==> src/rtl/clock24_pkg.sv <==
// rtl/clock24_pkg.sv - mode encoding, BCD field limits and BCD increment helper
package clock24_pkg;

    typedef enum logic [1:0] {
        RUN      = 2'd0,
        SET_HOUR = 2'd1,
        SET_MIN  = 2'd2
    } mode_t;

    localparam logic [7:0] SEC_MAX  = 8'h59;
    localparam logic [7:0] MIN_MAX  = 8'h59;
    localparam logic [7:0] HOUR_MAX = 8'h23;

    // BCD order matches numeric order, so >= also folds any out-of-range value back to zero
    function automatic logic [7:0] bcd_next(input logic [7:0] v, input logic [7:0] max);
        if (v >= max) begin
            return 8'h00;
        end else if (v[3:0] >= 4'd9) begin
            return {v[7:4] + 4'd1, 4'd0};
        end else begin
            return {v[7:4], v[3:0] + 4'd1};
        end
    endfunction

endpackage

==> src/rtl/bcd_wrap_cnt.sv <==
// rtl/bcd_wrap_cnt.sv - two-digit BCD counter wrapping at a programmable maximum
module bcd_wrap_cnt
    import clock24_pkg::*;
(
    input  logic       clk,
    input  logic       rst,
    input  logic       inc,
    input  logic       clr,
    input  logic [7:0] max,
    output logic [7:0] value,
    output logic       carry
);

    logic [7:0] value_q;
    logic [7:0] value_d;

    always_comb begin
        value_d = value_q;
        if (clr) begin
            value_d = 8'h00;
        end else if (inc) begin
            value_d = bcd_next(value_q, max);
        end
    end

    always_ff @(posedge clk) begin
        if (rst) begin
            value_q <= 8'h00;
        end else begin
            value_q <= value_d;
        end
    end

    assign value = value_q;
    assign carry = inc & ~clr & (value_q >= max);

endmodule

==> src/rtl/clock_mode_ctrl.sv <==
// rtl/clock_mode_ctrl.sv - 24h clock mode FSM, setting and blanking; CLOCK_AUTO_REPEAT_EN adds held-UP repeat
module clock_mode_ctrl
    import clock24_pkg::*;
#(
    parameter logic BLANK_LEVEL = 1'b1
) (
    input  logic       CLK,
    input  logic       RST,
    input  logic       EN1HZ,
    input  logic       SIG2HZ,
    input  logic       BTN_MODE,
    input  logic       BTN_UP,
    output logic       PRESC_RST,
    output logic [1:0] MODE,
    output logic [7:0] HOUR,
    output logic [7:0] MIN,
    output logic [7:0] SEC,
    output logic       BLANK_H,
    output logic       BLANK_M
);

    mode_t mode_q, mode_d;
    logic  btn_mode_q, btn_mode_d;
    logic  btn_up_q, btn_up_d;
    logic  armed_q, armed_d;
    logic  presc_rst_q, presc_rst_d;

    logic mode_press, up_press, up_inc;
    logic is_run, is_set_hour, is_set_min;
    logic sec_inc, sec_clr, min_inc, hour_inc;
    logic sec_carry, min_carry;

    assign is_run      = (mode_q == RUN);
    assign is_set_hour = (mode_q == SET_HOUR);
    assign is_set_min  = (mode_q == SET_MIN);

    // armed_q blocks the first post-reset cycle so a button held through reset is not seen as a press
    assign mode_press = armed_q & BTN_MODE & ~btn_mode_q;
    assign up_press   = armed_q & BTN_UP & ~btn_up_q & ~mode_press;

`ifdef CLOCK_AUTO_REPEAT_EN
    logic [1:0] hold_cnt_q, hold_cnt_d;
    logic       sig_q, sig_d;
    logic       repeat_inc;

    always_comb begin
        hold_cnt_d = hold_cnt_q;
        sig_d      = SIG2HZ;
        if (is_run || !BTN_UP || mode_press) begin
            hold_cnt_d = 2'd0;
        end else if (EN1HZ && hold_cnt_q != 2'd2) begin
            hold_cnt_d = hold_cnt_q + 2'd1;
        end
    end

    always_ff @(posedge CLK) begin
        if (RST) begin
            hold_cnt_q <= 2'd0;
            sig_q      <= 1'b0;
        end else begin
            hold_cnt_q <= hold_cnt_d;
            sig_q      <= sig_d;
        end
    end

    // both SIG2HZ edges count, giving 4 repeats per second once the hold has matured
    assign repeat_inc = ~is_run & BTN_UP & ~mode_press & (hold_cnt_q == 2'd2) & (SIG2HZ ^ sig_q);
    assign up_inc     = up_press | repeat_inc;
`else
    assign up_inc = up_press;
`endif

    always_comb begin
        mode_d      = mode_q;
        presc_rst_d = 1'b0;
        btn_mode_d  = BTN_MODE;
        btn_up_d    = BTN_UP;
        armed_d     = 1'b1;
        if (mode_press) begin
            case (mode_q)
                RUN:      mode_d = SET_HOUR;
                SET_HOUR: mode_d = SET_MIN;
                SET_MIN: begin
                    mode_d      = RUN;
                    presc_rst_d = 1'b1;
                end
                default:  mode_d = RUN;
            endcase
        end
    end

    always_ff @(posedge CLK) begin
        if (RST) begin
            mode_q      <= RUN;
            presc_rst_q <= 1'b0;
            btn_mode_q  <= 1'b0;
            btn_up_q    <= 1'b0;
            armed_q     <= 1'b0;
        end else begin
            mode_q      <= mode_d;
            presc_rst_q <= presc_rst_d;
            btn_mode_q  <= btn_mode_d;
            btn_up_q    <= btn_up_d;
            armed_q     <= armed_d;
        end
    end

    // leaving RUN clears SEC and swallows a coincident tick
    assign sec_clr  = is_run & mode_press;
    assign sec_inc  = is_run & EN1HZ & ~mode_press;
    assign min_inc  = sec_carry | (is_set_min & up_inc);
    assign hour_inc = (is_run & min_carry) | (is_set_hour & up_inc);

    bcd_wrap_cnt u_sec (
        .clk   (CLK),
        .rst   (RST),
        .inc   (sec_inc),
        .clr   (sec_clr),
        .max   (SEC_MAX),
        .value (SEC),
        .carry (sec_carry)
    );

    bcd_wrap_cnt u_min (
        .clk   (CLK),
        .rst   (RST),
        .inc   (min_inc),
        .clr   (1'b0),
        .max   (MIN_MAX),
        .value (MIN),
        .carry (min_carry)
    );

    bcd_wrap_cnt u_hour (
        .clk   (CLK),
        .rst   (RST),
        .inc   (hour_inc),
        .clr   (1'b0),
        .max   (HOUR_MAX),
        .value (HOUR),
        .carry ()
    );

    assign MODE      = mode_q;
    assign PRESC_RST = presc_rst_q;
    assign BLANK_H   = is_set_hour & (SIG2HZ == BLANK_LEVEL);
    assign BLANK_M   = is_set_min & (SIG2HZ == BLANK_LEVEL);

endmodule

==> config.mk <==
export PLATFORM = sky130hd
export DESIGN_NAME = clock_mode_ctrl
export DESIGN_NICKNAME = d
export VERILOG_FILES = /design/src/rtl/clock24_pkg.sv /design/src/rtl/bcd_wrap_cnt.sv /design/src/rtl/clock_mode_ctrl.sv
export SDC_FILE = /design/constraint.sdc
export NUM_CORES = 1
export LEC_CHECK = 0
export CAP_MARGIN = 15
export CORE_AREA = 2 2 63 65
export DETAILED_ROUTE_END_ITERATION = 12
export DIE_AREA = 0 0 65 67
export GPL_ROUTABILITY_DRIVEN = 0
export PLACE_DENSITY = 0.71
export SKIP_LAST_GASP = 1
export SLEW_MARGIN = 30
export SYNTH_ARGS = -nofsm -noshare
export SYNTH_HDL_FRONTEND = slang
export SYNTH_SLANG_ARGS = --single-unit
==> constraint.sdc <==
create_clock -name CLK -period 2.45 [get_ports CLK]
set_input_delay 0.735 -clock CLK [delete_from_list [all_inputs] [get_ports CLK]]
set_output_delay 0.735 -clock CLK [all_outputs]
set_load 0.005 [all_outputs]
======== Yosys cells after proc, flatten, opt, wreduce, memory -nomap -nowiden ========
Cells that the tools add are included.
cells by class
  add/sub/neg operators ................... 6
  magnitude comparators ................... 6
  equal/unequal tests ..................... 2
  multiplexer cells ....................... 9
  bitwise gates (word level) .............. 22
  reductions and logical operators ........ 9
operators by type and width
  cell                 number
  $mux 8               6
  $add 4x1->4 const B  6
  $and 1x1->1          16
  $ge 8x7->1 const B   2
  $ge 4x4->1 const B   3
  $ge 8x6->1 const B   1
  $reduce_and 2->1     3
  $reduce_bool 2->1    3
  $not 1->1            4
  $pmux 2 s2           1
  $reduce_or 2->1      2
  $eq 2x1->1 const B   1
  $eq 2x2->1 const B   1
  $logic_not 2->1      1
  $mux 1               2
  $or 1x1->1           2
storage, ports and cells
  register bits after elaboration ......... 30
  input port bits ......................... 6
  output and inout bits ................... 29

======== Longest topological paths before layout ========
  depth in word-level cells ............... 11
  mapped depth ............................ 8
  depth with buffers taken out ............ 7

======== Hierarchy ========
A second synthesis with hierarchy kept.
second synthesis, totals
  cell total of the unflattened synthesis .. 282
  area, all modules ....................... 2328.5 sq um
modules (own cells, without submodules)
  module           instances  cells an instance  area each (sq um)  seq. area each (sq um)
  bcd_wrap_cnt     3          84                 680.7              160.2
  clock_mode_ctrl  1          30                 286.5              120.1

======== Worst setup path before layout ========
OpenSTA, ideal clock, no wires.
  path type ............................... input to register
  start point ............................. in BTN_MODE
  end point ............................... reg u_min.value_q[4], in the netlist u_min.value[4]
  setup time .............................. 0.072 ns
  arrival ................................. 1.975 ns
  required time ........................... 2.378 ns
  setup slack ............................. 0.403 ns
  cell stages on the path ................. 4
  path buffers ............................ 0
  cells stage by stage .................... and2b_1 or4_1 a21oi_1 mux2i_1
between the ends
  longest elaborated chain between the ends .. 8
ends and longest elaborated chain
  item                                                RTL line                                    text
  start, declared                                     clock_mode_ctrl.sv:11                       input logic BTN_MODE,
  $and 1x1->1 (*) (2 in series)                       clock_mode_ctrl.sv:38                       assign mode_press = armed_q & BTN_MODE & ~btn_mode_q;
  $not 1->1 (no line) or $and 1x1->1 (tied branches)  --
  $and 1x1->1 or $not 1->1 (tied branches)            clock_mode_ctrl.sv:110, bcd_wrap_cnt.sv:35
  $and 1x1->1 (2 in series)                           bcd_wrap_cnt.sv:35                          assign carry = inc & ~clr & (value_q >= max);
  $or 1x1->1 (*)                                      clock_mode_ctrl.sv:111                      assign min_inc = sec_carry | (is_set_min & up_inc);
  $reduce_and 2->1 (no line) (*)                      --
  end signal, assigned                                bcd_wrap_cnt.sv:30                          value_q <= value_d;
  end, declared                                       bcd_wrap_cnt.sv:14                          logic [7:0] value_q;
Every way passes the cells marked *; elsewhere a longest branch is shown, timed or not.
A chain may end at the register's enable or synchronous reset.

======== Final worst setup path ========
  start point ............................. in SIG2HZ
  end point ............................... out BLANK_M
between the ends
  longest elaborated chain between the ends .. 1
ends and longest elaborated chain
  item             RTL line                text
  start, declared  clock_mode_ctrl.sv:10   input logic SIG2HZ,
  $and 1x1->1      clock_mode_ctrl.sv:147  assign BLANK_M = is_set_min & (SIG2HZ == BLANK_LEVEL);
  end, declared    clock_mode_ctrl.sv:19   output logic BLANK_M
Every way passes these cells.

==> impl_results.md <==
- Status: finished clean
- Initial antenna violation count: 0
- Power Density: 493 mW/mm^2
- Final Cycle Share: 94.5%
- Pin count of the biggest net entering global routing: 11
- Port Buffers: 34
- CP startpoint kind: input port
- Nets: 249
- Cells after DPL: 269
- Met2 Wirelength: 1870 um
- Worst-path clk slew: 0.07 ns
- Seq/Total Area, Yosys: 37.1%
- Max clock buf depth: 2
- Fin. Hold Viols: 0
- Share of cells above drive strength 1: 12.7%
- Synth warnings: 0
- Most numerous cell in the Yosys netlist: dfxtp_1
- Die width: 65 um
- Core Area: 0.00361 mm^2
- N_diodes: 0
- DR DRC count: 0
- # IOs: 35
- Max-slew violations: 0
- DR top layer: met4
- Pre-antenna DRT Iters: 4
- Max VDD drop: 388 uV
- Commonest cells in the netlist: 30 x dfxtp_1, 16 x inv_1, 15 x ha_1
- CTS tree: built
- Number of distinct library cells after synthesis: 47
- CTS H-tree depth: 2
- # hold bufs at CTS: 0
- PnR Total Power: 0.00107 W
- CTS sink cnt: 30
- Worst path required time: 1.71 ns
- HPWL Detailed: 2850 um
- Post-synth top area share: 37.1%
- Post-synthesis net count: 200
- Fillers: 319
- Final WL: 3870 um
- Crit Path Class: input port to output port
- Remaining antenna violation count: 0
- CTS Buf Count: 5
- Hold Worst Slack: 0.488 ns
- Latest clock arrival within the worst-skew pair: 0.29 ns
- Slew @ Worst Pin: 0.411 ns
- Starting Density: 44.9%
- Synthesized area per cell: 9.04 um^2
- Die Ht: 67 um
- Unrepaired setup endpoints after global routing: false
- Row cnt: 22
- Final setup skew: 0.00297 ns
- Critical-path maximum fanout: 2
- Mapped Area: 0.00162 mm^2
- Fmax: 432 MHz
- First-pass GRT wire length: 6800 um
- Endpoints failing setup: 0
- Final min period: 2.31 ns
- Vias in the first global route: 1,501
- 1st-iter DRT viols: 101
- Leak Pwr: 0.869 nW
- Die area: 0.00436 mm^2
- CTS root buffer: clkbuf_8
- Endpoint class of the critical path: output port
- Worst setup margin: 0.135 ns
- Grt ovf: 0
- Via density: 5.47
- Ys flop type: dfxtp_1
- FF+latch count, synth: 30
- Synth Instances: 179
- WL met3: 205 um
- Cell taking the most area after synthesis: dfxtp_1
- DP Worst Slack: -0.160 ns
- Post-synth ARST share: 0%
- Final non-filler cell total: 277
- Global Route Usage Sum: 20.6%
- EDFF count, synth: 0
- Register area: 601 um^2
- DR WL/cell: 14.0 um
- Final core occ: 60.4%
- Area grow syn2layout: 34.5%
- HP Class: flip-flop to flip-flop
- Worst slew margin: 72.4%
- Worst Path Arrival: 1.58 ns
- Area of the multi-input gates: 917 um^2
- Ranking of synthesized cells by area: dfxtp_1 37%, ha_1 12%, a21oi_1 3.7%, inv_1 3.7%, nand2_1 3.2%
- Met1 wire length: 1720 um
- Via count: 1,514
- Number of max-cap violations: 0
[worst paths after layout]
check                                      from               to  slack [ns]  cells past startpoint
worst max-delay path                     SIG2HZ          BLANK_M        0.14                      4
worst min-delay path            u_hour.value[6]  u_hour.value[6]        0.49                      1
worst max register to register   u_sec.value[1]  u_hour.value[1]        0.22                      7
worst min register to register  u_hour.value[6]  u_hour.value[6]        0.49                      1
[stage by stage]
stage	TNS [ns]	area, um^2
after floorplan	0	1620
after global placement	-0.207	2070
after detailed placement	-0.282	2070
after CTS	0	2180
after global routing	0	2180
final	0	2180
[layout make-up]
class	count	area share, %
clock inverters	3	1.84
multi-input cells	128	42.1
inverters	17	2.93
well taps	48	2.76
repair buffers	46	19.6
flip-flops and latches	30	27.6
clock buffers	5	3.16
[kinds of logic (layout without fill, tap and decap cells)]
family	Yosys count	in the layout	share of synthesized area, %
muxes	3	3	1.85
buffers and inverters	21	71	6.26
adders and majority gates	15	15	11.6
xor gates and xnor gates	2	2	1.08
and+or+nand+nor	68	68	24.0
AOI/OAI and AO/OA	40	40	18.1
DFF	30	30	37.1
[worst max-delay path: stages]
cell and delay (ns):
clkdlybuf4s50_1 0.47, inv_1 0.04, nor2_1 0.09, dlygate4sd2_1 0.25
[power by group]
part	internal, W	total, W	switching, W
combinational	0.0000383	0.0000778	0.0000395
sequential	0.000494	0.000502	0.00000764
clock	0.000299	0.000494	0.000195
[metal layers]
| metal | vias up | global-route usage (%) |
|---|---|---|
| met5 | - | 0 |
| met4 | 0 | 9.84 |
| met3 | 8 | 6.42 |
| met2 | 45 | 33.9 |
| met1 | 709 | 24.3 |
| li1 | 752 | - |
[sequential cells by signal (all words and copies together) (netlist names)]
register	count
MODE	2
btn_up_q	1
u_sec.value	8
btn_mode_q	1
u_hour.value	8
u_min.value	8
PRESC_RST	1
armed_q	1
[layout by cell type, fill, tap and decap left out, types with 2 or more instances in the layout]
cell	n
clkdlybuf4s50_1	32
dfxtp_1	30
inv_1	16
ha_1	15
nand2_1	14
a21oi_1	12
buf_4	12
nand3_1	8
nor3_1	8
nor2_1	6
nor2b_1	5
and3_1	5
or4_1	5
clkbuf_8	5
o21ai_0	4
and2_1	3
o22ai_1	3
o211ai_1	3
mux2i_1	3
nand3b_1	2
and2_4	2
nor4_1	2
a41oi_1	2
o31ai_1	2
o32ai_1	2
clkinv_2	2
dlygate4sd2_1	2
[timing repair]
action	CTS	global route
endpoints found under the setup margin	2	0
resized for setup	2	0
buffers inserted	0	0
hold endpoints to repair	0	0
(Power assumes the default switching activity.)
